File: config.mk
export PLATFORM = sky130hd
export DESIGN_NAME = hcsr04_ranger
export DESIGN_NICKNAME = d
export VERILOG_FILES = /design/src/rtl/hcsr04_ranger.sv
export SDC_FILE = /design/constraint.sdc
export NUM_CORES = 1
export LEC_CHECK = 0
export CAP_MARGIN = 20
export CORE_MARGIN = 5
export CORE_UTILIZATION = 31
export CTS_CLUSTER_SIZE = 30
export DETAILED_ROUTE_END_ITERATION = 8
export PLACE_DENSITY = 0.5
export SLEW_MARGIN = 40
export SYNTH_ARGS = -nofsm -noshare
export SYNTH_HDL_FRONTEND = slang
export SYNTH_SLANG_ARGS = --single-unit
File: constraint.sdc
create_clock -name clk -period 3.3 [get_ports clk]
set_input_delay 0.825 -clock clk [delete_from_list [all_inputs] [get_ports clk]]
set_output_delay 0.825 -clock clk [all_outputs]
set_load 0.02 [all_outputs]
File: src/rtl/hcsr04_ranger.sv
// HC-SR04 ultrasonic ranger: trigger pulse, echo synchronisation and timing, echo width to cm.
// Optional macro HCSR04_CONTINUOUS_EN: free-running measurements after the first start.
module hcsr04_ranger #(
  parameter int unsigned CLK_FREQ_HZ  = 50_000_000,
  parameter int unsigned TRIG_US      = 10,
  parameter int unsigned ECHO_WAIT_US = 2_000,
  parameter int unsigned ECHO_MAX_US  = 38_000,
  parameter int unsigned HOLDOFF_US   = 50_000
) (
  input  logic       clk,
  input  logic       rst_n,
  input  logic       start,
  input  logic       echo,
  output logic       trig,
  output logic [7:0] distancia_cm,
  output logic       valid,
  output logic       timeout,
  output logic       busy
);

  localparam int unsigned CYC_US        = CLK_FREQ_HZ / 1_000_000;
  localparam int unsigned CYCLES_PER_CM = CYC_US * 58;

  localparam logic [31:0] TRIG_LAST = 32'(TRIG_US * CYC_US - 1);
  localparam logic [31:0] WAIT_LAST = 32'(ECHO_WAIT_US * CYC_US - 1);
  localparam logic [31:0] MAX_LAST  = 32'(ECHO_MAX_US * CYC_US - 1);
  localparam logic [31:0] HOLD_LAST = 32'(HOLDOFF_US * CYC_US - 1);
  localparam logic [31:0] SUB_LAST  = 32'(CYCLES_PER_CM - 1);

  typedef enum logic [2:0] {
    IDLE      = 3'd0,
    TRIG      = 3'd1,
    WAIT_ECHO = 3'd2,
    MEASURE   = 3'd3,
    HOLDOFF   = 3'd4
  } state_t;

  state_t      state;
  logic [31:0] cnt;
  logic [31:0] sub;
  logic [7:0]  cm_acc;

  logic echo_p0;
  logic echo_s;
  logic echo_s_p1;
  logic echo_rise;

  function automatic logic [7:0] sat_inc8(input logic [7:0] v);
    return (v == 8'hFF) ? v : v + 8'd1;
  endfunction

  // Stage p0 -> echo_s: two-flop synchroniser; echo_s_p1 is the copy used for edge detection
  always_ff @(posedge clk or negedge rst_n) begin
    if (!rst_n) begin
      echo_p0   <= 1'b0;
      echo_s    <= 1'b0;
      echo_s_p1 <= 1'b0;
    end else begin
      echo_p0   <= echo;
      echo_s    <= echo_p0;
      echo_s_p1 <= echo_s;
    end
  end

  // A sensor stuck high on WAIT_ECHO entry never produces a rise, so it ends in timeout
  assign echo_rise = echo_s & ~echo_s_p1;

  always_ff @(posedge clk or negedge rst_n) begin
    if (!rst_n) begin
      state        <= IDLE;
      trig         <= 1'b0;
      valid        <= 1'b0;
      timeout      <= 1'b0;
      busy         <= 1'b0;
      distancia_cm <= 8'hFF;
      cnt          <= '0;
      sub          <= '0;
      cm_acc       <= '0;
    end else begin
      valid   <= 1'b0;
      timeout <= 1'b0;
      case (state)
        IDLE: begin
          if (start) begin
            state  <= TRIG;
            trig   <= 1'b1;
            busy   <= 1'b1;
            cnt    <= '0;
            sub    <= '0;
            cm_acc <= '0;
          end
        end
        TRIG: begin
          if (cnt == TRIG_LAST) begin
            trig  <= 1'b0;
            state <= WAIT_ECHO;
            cnt   <= '0;
          end else begin
            cnt <= cnt + 32'd1;
          end
        end
        WAIT_ECHO: begin
          if (echo_rise) begin
            // The rise cycle is already echo cycle 1
            state  <= MEASURE;
            cnt    <= 32'd1;
            sub    <= (SUB_LAST == 32'd0) ? 32'd0 : 32'd1;
            cm_acc <= (SUB_LAST == 32'd0) ? 8'd1 : 8'd0;
          end else if (cnt == WAIT_LAST) begin
            timeout      <= 1'b1;
            distancia_cm <= 8'hFF;
            state        <= HOLDOFF;
            cnt          <= '0;
          end else begin
            cnt <= cnt + 32'd1;
          end
        end
        MEASURE: begin
          if (!echo_s) begin
            distancia_cm <= cm_acc;
            valid        <= 1'b1;
            state        <= HOLDOFF;
            cnt          <= '0;
          end else if (cnt == MAX_LAST) begin
            timeout      <= 1'b1;
            distancia_cm <= 8'hFF;
            state        <= HOLDOFF;
            cnt          <= '0;
          end else begin
            cnt <= cnt + 32'd1;
            if (sub == SUB_LAST) begin
              sub    <= '0;
              cm_acc <= sat_inc8(cm_acc);
            end else begin
              sub <= sub + 32'd1;
            end
          end
        end
        HOLDOFF: begin
          // Quiet time only starts once the echo line has returned low
          if (echo_s) begin
            cnt <= '0;
          end else if (cnt == HOLD_LAST) begin
            cnt <= '0;
`ifdef HCSR04_CONTINUOUS_EN
            state  <= TRIG;
            trig   <= 1'b1;
            sub    <= '0;
            cm_acc <= '0;
`else
            state <= IDLE;
            busy  <= 1'b0;
`endif
          end else begin
            cnt <= cnt + 32'd1;
          end
        end
        default: begin
          state <= IDLE;
          trig  <= 1'b0;
          busy  <= 1'b0;
        end
      endcase
    end
  end

endmodule

# ---- After elaboration in Yosys (flattened, before gate mapping)
# Index checks and enable logic that the tools add are counted.
dict set report totals {
  ff_bits 90
  latch_bits 0
  ram_bits 0
  romBits 0
  out_inout_bits 12
  n_memories 0
}
dict set report classes {
  add_sub_neg 3
  multipliers 0
  n_div 0
  n_lt_le_gt_ge 0
  n_eq_ne 23
  n_shift 0
  mux 48
  bitwise_logic 4
  reduce_logical 13
}
# cell count
set ops {}
lappend ops {{$mux 32} 12}
lappend ops {{$pmux 32 s5} 1}
lappend ops {{$pmux 32 s3} 1}
lappend ops {{$mux 8} 10}
lappend ops {{$add 32x1->32 const B} 2}
lappend ops {{$eq 32x12->1 const B} 1}
lappend ops {{$eq 32x17->1 const B} 1}
lappend ops {{$eq 32x21->1 const B} 1}
lappend ops {{$eq 32x22->1 const B} 1}
lappend ops {{$eq 32x9->1 const B} 1}
lappend ops {{$mux 3} 8}
lappend ops {{$pmux 8 s3} 1}
lappend ops {{$ne 2x2->1 const B} 11}
lappend ops {{$pmux 8 s2} 1}
lappend ops {{$pmux 3 s5} 1}
lappend ops {{$mux 1} 10}
lappend ops {{$add 8x1->8 const B} 1}
lappend ops {{$eq 8x8->1 const B} 1}
lappend ops {{$reduce_and 4->1} 2}
lappend ops {{$reduce_and 7->1} 1}
lappend ops {{$eq 3x2->1 const B} 2}
lappend ops {{$ne 3x3->1 const B} 2}
lappend ops {{$pmux 1 s3} 2}
lappend ops {{$reduce_and 6->1} 1}
lappend ops {{other kinds (13)} 16}

# ---- Depth between registers and ports, before layout
dict set report depth {
  word_depth 6
  mapped_depth 9
}

# ---- Least setup slack after synthesis
# OpenSTA, ideal clock, no wires.
dict set report synth_timing {
  kind {register to register}
  from {register cnt[12]}
  to {register cnt[0]}
  setup_ps 126
  t_arrival_ps 2556
  required_time_ps 3174
  setup_slack_ps 619
  stages_incl_launch_ff 8
  n_path_buf 1
  synth_period_minus_slack_ps 2681
  cell_sequence {dfrtp_1 -> or4_1 -> or4_1 -> or4_4 -> a22o_1 -> buf_6 -> a2111oi_4 -> o21ai_1}
}
dict set report synth_via {
  elab_chain_cells 4
  elab_cells_between_ends 12
}
# item line
set synth_rtl {}
lappend synth_rtl {{start: declaration} 39} ;# logic [31:0] cnt;
lappend synth_rtl {{start signal: assignment} 99} ;# cnt <= cnt + 32'd1;
lappend synth_rtl {{start signal: assignment} 115} ;# cnt <= cnt + 32'd1;
lappend synth_rtl {{start signal: assignment} 130} ;# cnt <= cnt + 32'd1;
lappend synth_rtl {{$eq 32x22->1 (tied with other cells)} 143} ;# end else if (cnt == HOLD_LAST) begin
lappend synth_rtl {{$mux 32, on equally long branches} {143, 109, 124}}
lappend synth_rtl {{$mux 32, on equally long branches} {141, 103, 119}}
lappend synth_rtl {{$pmux 32 s5 (*)} 82} ;# case (state)
# Every way passes the cells marked *; elsewhere a longest branch is shown, timed or not.
# A chain may end at the register's enable or synchronous reset.

# ---- Worst setup path in the final report
dict set report layout_timing {
  from {register cnt[14]}
  to {register cnt[30]}
}
dict set report layout_via {
  elab_chain_cells 4
  elab_cells_between_ends 13
}
# item line
set layout_rtl {}
lappend layout_rtl {{$add 32x1->32 (tied with other cells)} -}
lappend layout_rtl {{$mux 32, on equally long branches} {143, 109, 124}}
lappend layout_rtl {{$mux 32, on equally long branches} {141, 103, 119}}
lappend layout_rtl {{$pmux 32 s5 (*)} 82}
# Marked as above.

==> flow_metrics.env <==
export IMPL_outcome="finished clean"
export IMPL_place_gp_congestion=0.830
export IMPL_period_minus_slack_ps=3000
export IMPL_ant_nets=0
export IMPL_avgSynthCellArea_um2=9.04
export IMPL_dp_cells=769
export IMPL_die_width_um=136
export IMPL_powerDensity_nw_per_um2=399
export IMPL_ys_flop_type="dfrtp_1"
export IMPL_cts_resized=0
export IMPL_cts_reportedPaths_clkPinSlew_ps=70
export IMPL_design_area_um2=5740
export IMPL_coreArea_um2=15700
export IMPL_r2r_slack_ps=300
export IMPL_syn_inst=544
export IMPL_synth_top_area_share=0.417
export IMPL_slew_headroom=0.597
export IMPL_clockBufferDepth=2
export IMPL_critPathSlowestCell="or4_1"
export IMPL_dieHeight_um=136
export IMPL_worstRegToRegCells=7
export IMPL_first_pass_iters=4
export IMPL_synthTopCellsByCount="82 x dfrtp_1, 69 x nor2_1, 59 x nand2_1"
export IMPL_h_tree_depth=3
export IMPL_io_buffers=15
export IMPL_fmax_ghz=0.333
export IMPL_yosysMostFrequentCell="dfrtp_1"
export IMPL_drcViolationCount=0
export IMPL_finClkSkew_ps=9.48
export IMPL_ctsHoldBuffers=0
export IMPL_yosysWarnings=0
export IMPL_cp_end_kind="flop"
export IMPL_rows=46
export IMPL_drt_iter0_markers=244
export IMPL_antenna_found_initial=0
export IMPL_synth_nets=551
export IMPL_netlist_top_cells_area="dfrtp_1 42%, nor2_1 5.3%, xnor2_1 5.0%, nand2_1 4.5%, dfstp_2 4.3%"
export IMPL_synth_cell_area_um2=4920
export IMPL_diodes=0
export IMPL_synth_edf_count=0
export IMPL_top_level_ports=16
export IMPL_vdd_ir_drop_max_uv=249
export IMPL_nFillCells=1574
export IMPL_finalHoldViolCount=0
export IMPL_cp_buffers_inverters=1
export IMPL_cts_made_buffers=9
export IMPL_wl_per_cell_um=14.7
export IMPL_initial_core_util=0.313
export IMPL_synth_largest_area_cell="dfrtp_1"
export IMPL_groute_usage_overall=0.132
export IMPL_arrival_ps=3240
export IMPL_clk_insertion_delay_late_ps=350
export IMPL_cp_required_ps=3540
export IMPL_grt_pass1_wl_um=19600
export IMPL_path_depth=7
export IMPL_post_cts_buffers=0
export IMPL_regArea_um2=2260
export IMPL_r2r_start="cnt[14]"
export IMPL_ys_async_sr_fraction=1.00
export IMPL_cp_top_family="simple AND/OR/NAND/NOR gates"
export IMPL_rr_endpoint="cnt[30]"
export IMPL_cts_tree="done"
export IMPL_critPathMaxStageDelay_ps=560
export IMPL_crit_type="flop to flop"
export IMPL_dieArea_um2=18500
export IMPL_area_growth_syn_to_layout_pct=16.6
export IMPL_power_leakage_nw=2.30
export IMPL_vias_per_cell=5.12
export IMPL_grt_setup_unrepaired="false"
export IMPL_drv_cap=0
export IMPL_worstPathMaxFanout=22
export IMPL_crit_start="cnt[14]"
export IMPL_worstHoldPathType="flop to flop"
export IMPL_total_power_w=0.00229
export IMPL_cts_root_buffer="clkbuf_16"
export IMPL_grt_pass1_vias=3878
export IMPL_synthDistinctLibCells=52
export IMPL_fin_nets=571
export IMPL_timing_final_crit_share=0.910
export IMPL_slew_violations=0
export IMPL_place_area_um2=5400
export IMPL_drive_above_1_share=0.0914
export IMPL_num_vias=4017
export IMPL_fin_setup_tns_ps=0
export IMPL_overflow=0
export IMPL_worstPathCellList="or4_1, or4_1, or4_4, a22o_1, nor3_2, buf_12, nor2_1"
export IMPL_endpoint="cnt[30]"
export IMPL_totalWireLength_um=11500
export IMPL_seq_area_frac_synth=0.460
export IMPL_tightest_slew_ps=600
export IMPL_dpl_hpwl_um=8040
export IMPL_setup_viol=0
export IMPL_instances_no_fill=785
export IMPL_clkSinkCount=90
export IMPL_multiInputGateArea_um2=2540
export IMPL_grt_max_degree=53
export IMPL_synth_seq_cells=90
export IMPL_path_common_cell="or4_1"
export IMPL_cp_start_kind="flop"
==> worst min path at each step <==
stage                        from     end  slack [ps]  cells past startpoint
after CTS                 echo_p0  echo_s         410                      0
after floorplan           echo_p0  echo_s         330                      0
after detailed placement  echo_p0  echo_s         400                      0
after global routing      echo_p0  echo_s         400                      0
after global placement    echo_p0  echo_s         400                      0
final                     echo_p0  echo_s         390                      0
==> state kept, by name (all words and copies together), names as in the netlist <==
register	count
cm_acc	8
echo_p0	1
busy	1
sub	32
trig	1
timeout	1
distancia_cm	8
valid	1
echo_s	1
state	3
cnt	32
echo_s_p1	1
==> final cells by class <==
type                       count  area share
clock inverter                 7      0.0185
clock buffer                   9      0.0392
tap                          216      0.0471
sequential                    90       0.394
timing repair buffer          30      0.0519
inverter                      10     0.00654
multi-input combinational    423       0.442
==> where the power goes <==
| part | leakage (nW) | total (W) | internal [W] | switching, W |
|---|---|---|---|---|
| clock network | 0.163 | 0.00115 | 0.000677 | 0.000476 |
| registers | 1.18 | 0.00111 | 0.00110 | 0.00000232 |
| logic | 0.958 | 0.0000292 | 0.00000597 | 0.0000232 |
| total | 2.30 | 0.00229 | 0.00179 | 0.000501 |
==> worst reg2reg max path: cells and delay by family (launching register included) <==
family,cells,cell delay [ps]
buf+inv,1,200
simple gates,5,1870
flops,1,440
compound gates,1,390
==> through the flow <==
stage,hold WS [ps],worst slack [ps],util
after floorplan,331,619,-
after global placement,396,308,0.344
after detailed placement,397,226,0.344
after CTS,411,295,0.365
after global routing,400,161,0.365
final,386,297,0.365
==> cell usage in the layout (no fill, tap or decap), types with 4 or more instances in the layout <==
| cell | count |
|---|---|
| o211ai_1 | 6 |
| o22a_1 | 7 |
| nand2b_1 | 6 |
| or3_1 | 14 |
| nand3_1 | 24 |
| and4_1 | 4 |
| buf_4 | 13 |
| xor2_1 | 14 |
| or4_1 | 10 |
| xnor2_1 | 28 |
| clkbuf_16 | 9 |
| o31ai_1 | 8 |
| nor2_1 | 68 |
| o22ai_1 | 6 |
| nor3b_1 | 6 |
| and3_1 | 12 |
| and2_1 | 6 |
| nor4_1 | 13 |
| inv_1 | 10 |
| dfrtp_1 | 82 |
| nand2_1 | 59 |
| o21ai_1 | 16 |
| nor4b_1 | 8 |
| a21oi_1 | 17 |
| or2_2 | 4 |
| nand4_1 | 19 |
| o21ai_0 | 7 |
| nand4b_1 | 5 |
| nor2b_1 | 9 |
| clkdlybuf4s50_1 | 14 |
| dfstp_2 | 8 |
| nor3_1 | 21 |
==> metal layers <==
metal / GRT usage / part of all wire / vias to the layer above
li1: - / - / 1995
met2: 0.208 / 0.47 / 45
met3: 0.0241 / 0.029 / 15
met1: 0.179 / 0.48 / 1962
met5: 0 / 0 / -
met4: 0.0543 / 0.018 / 0
==> cell families after synthesis <==
family / synth area share
compound gates: 0.101
fa+ha+maj: 0.00763
mux: 0.00636
simple gates: 0.323
flops: 0.460
xor+xnor: 0.0748
buf+inv: 0.0270
No activity file was read; power rests on OpenSTA's default activity.
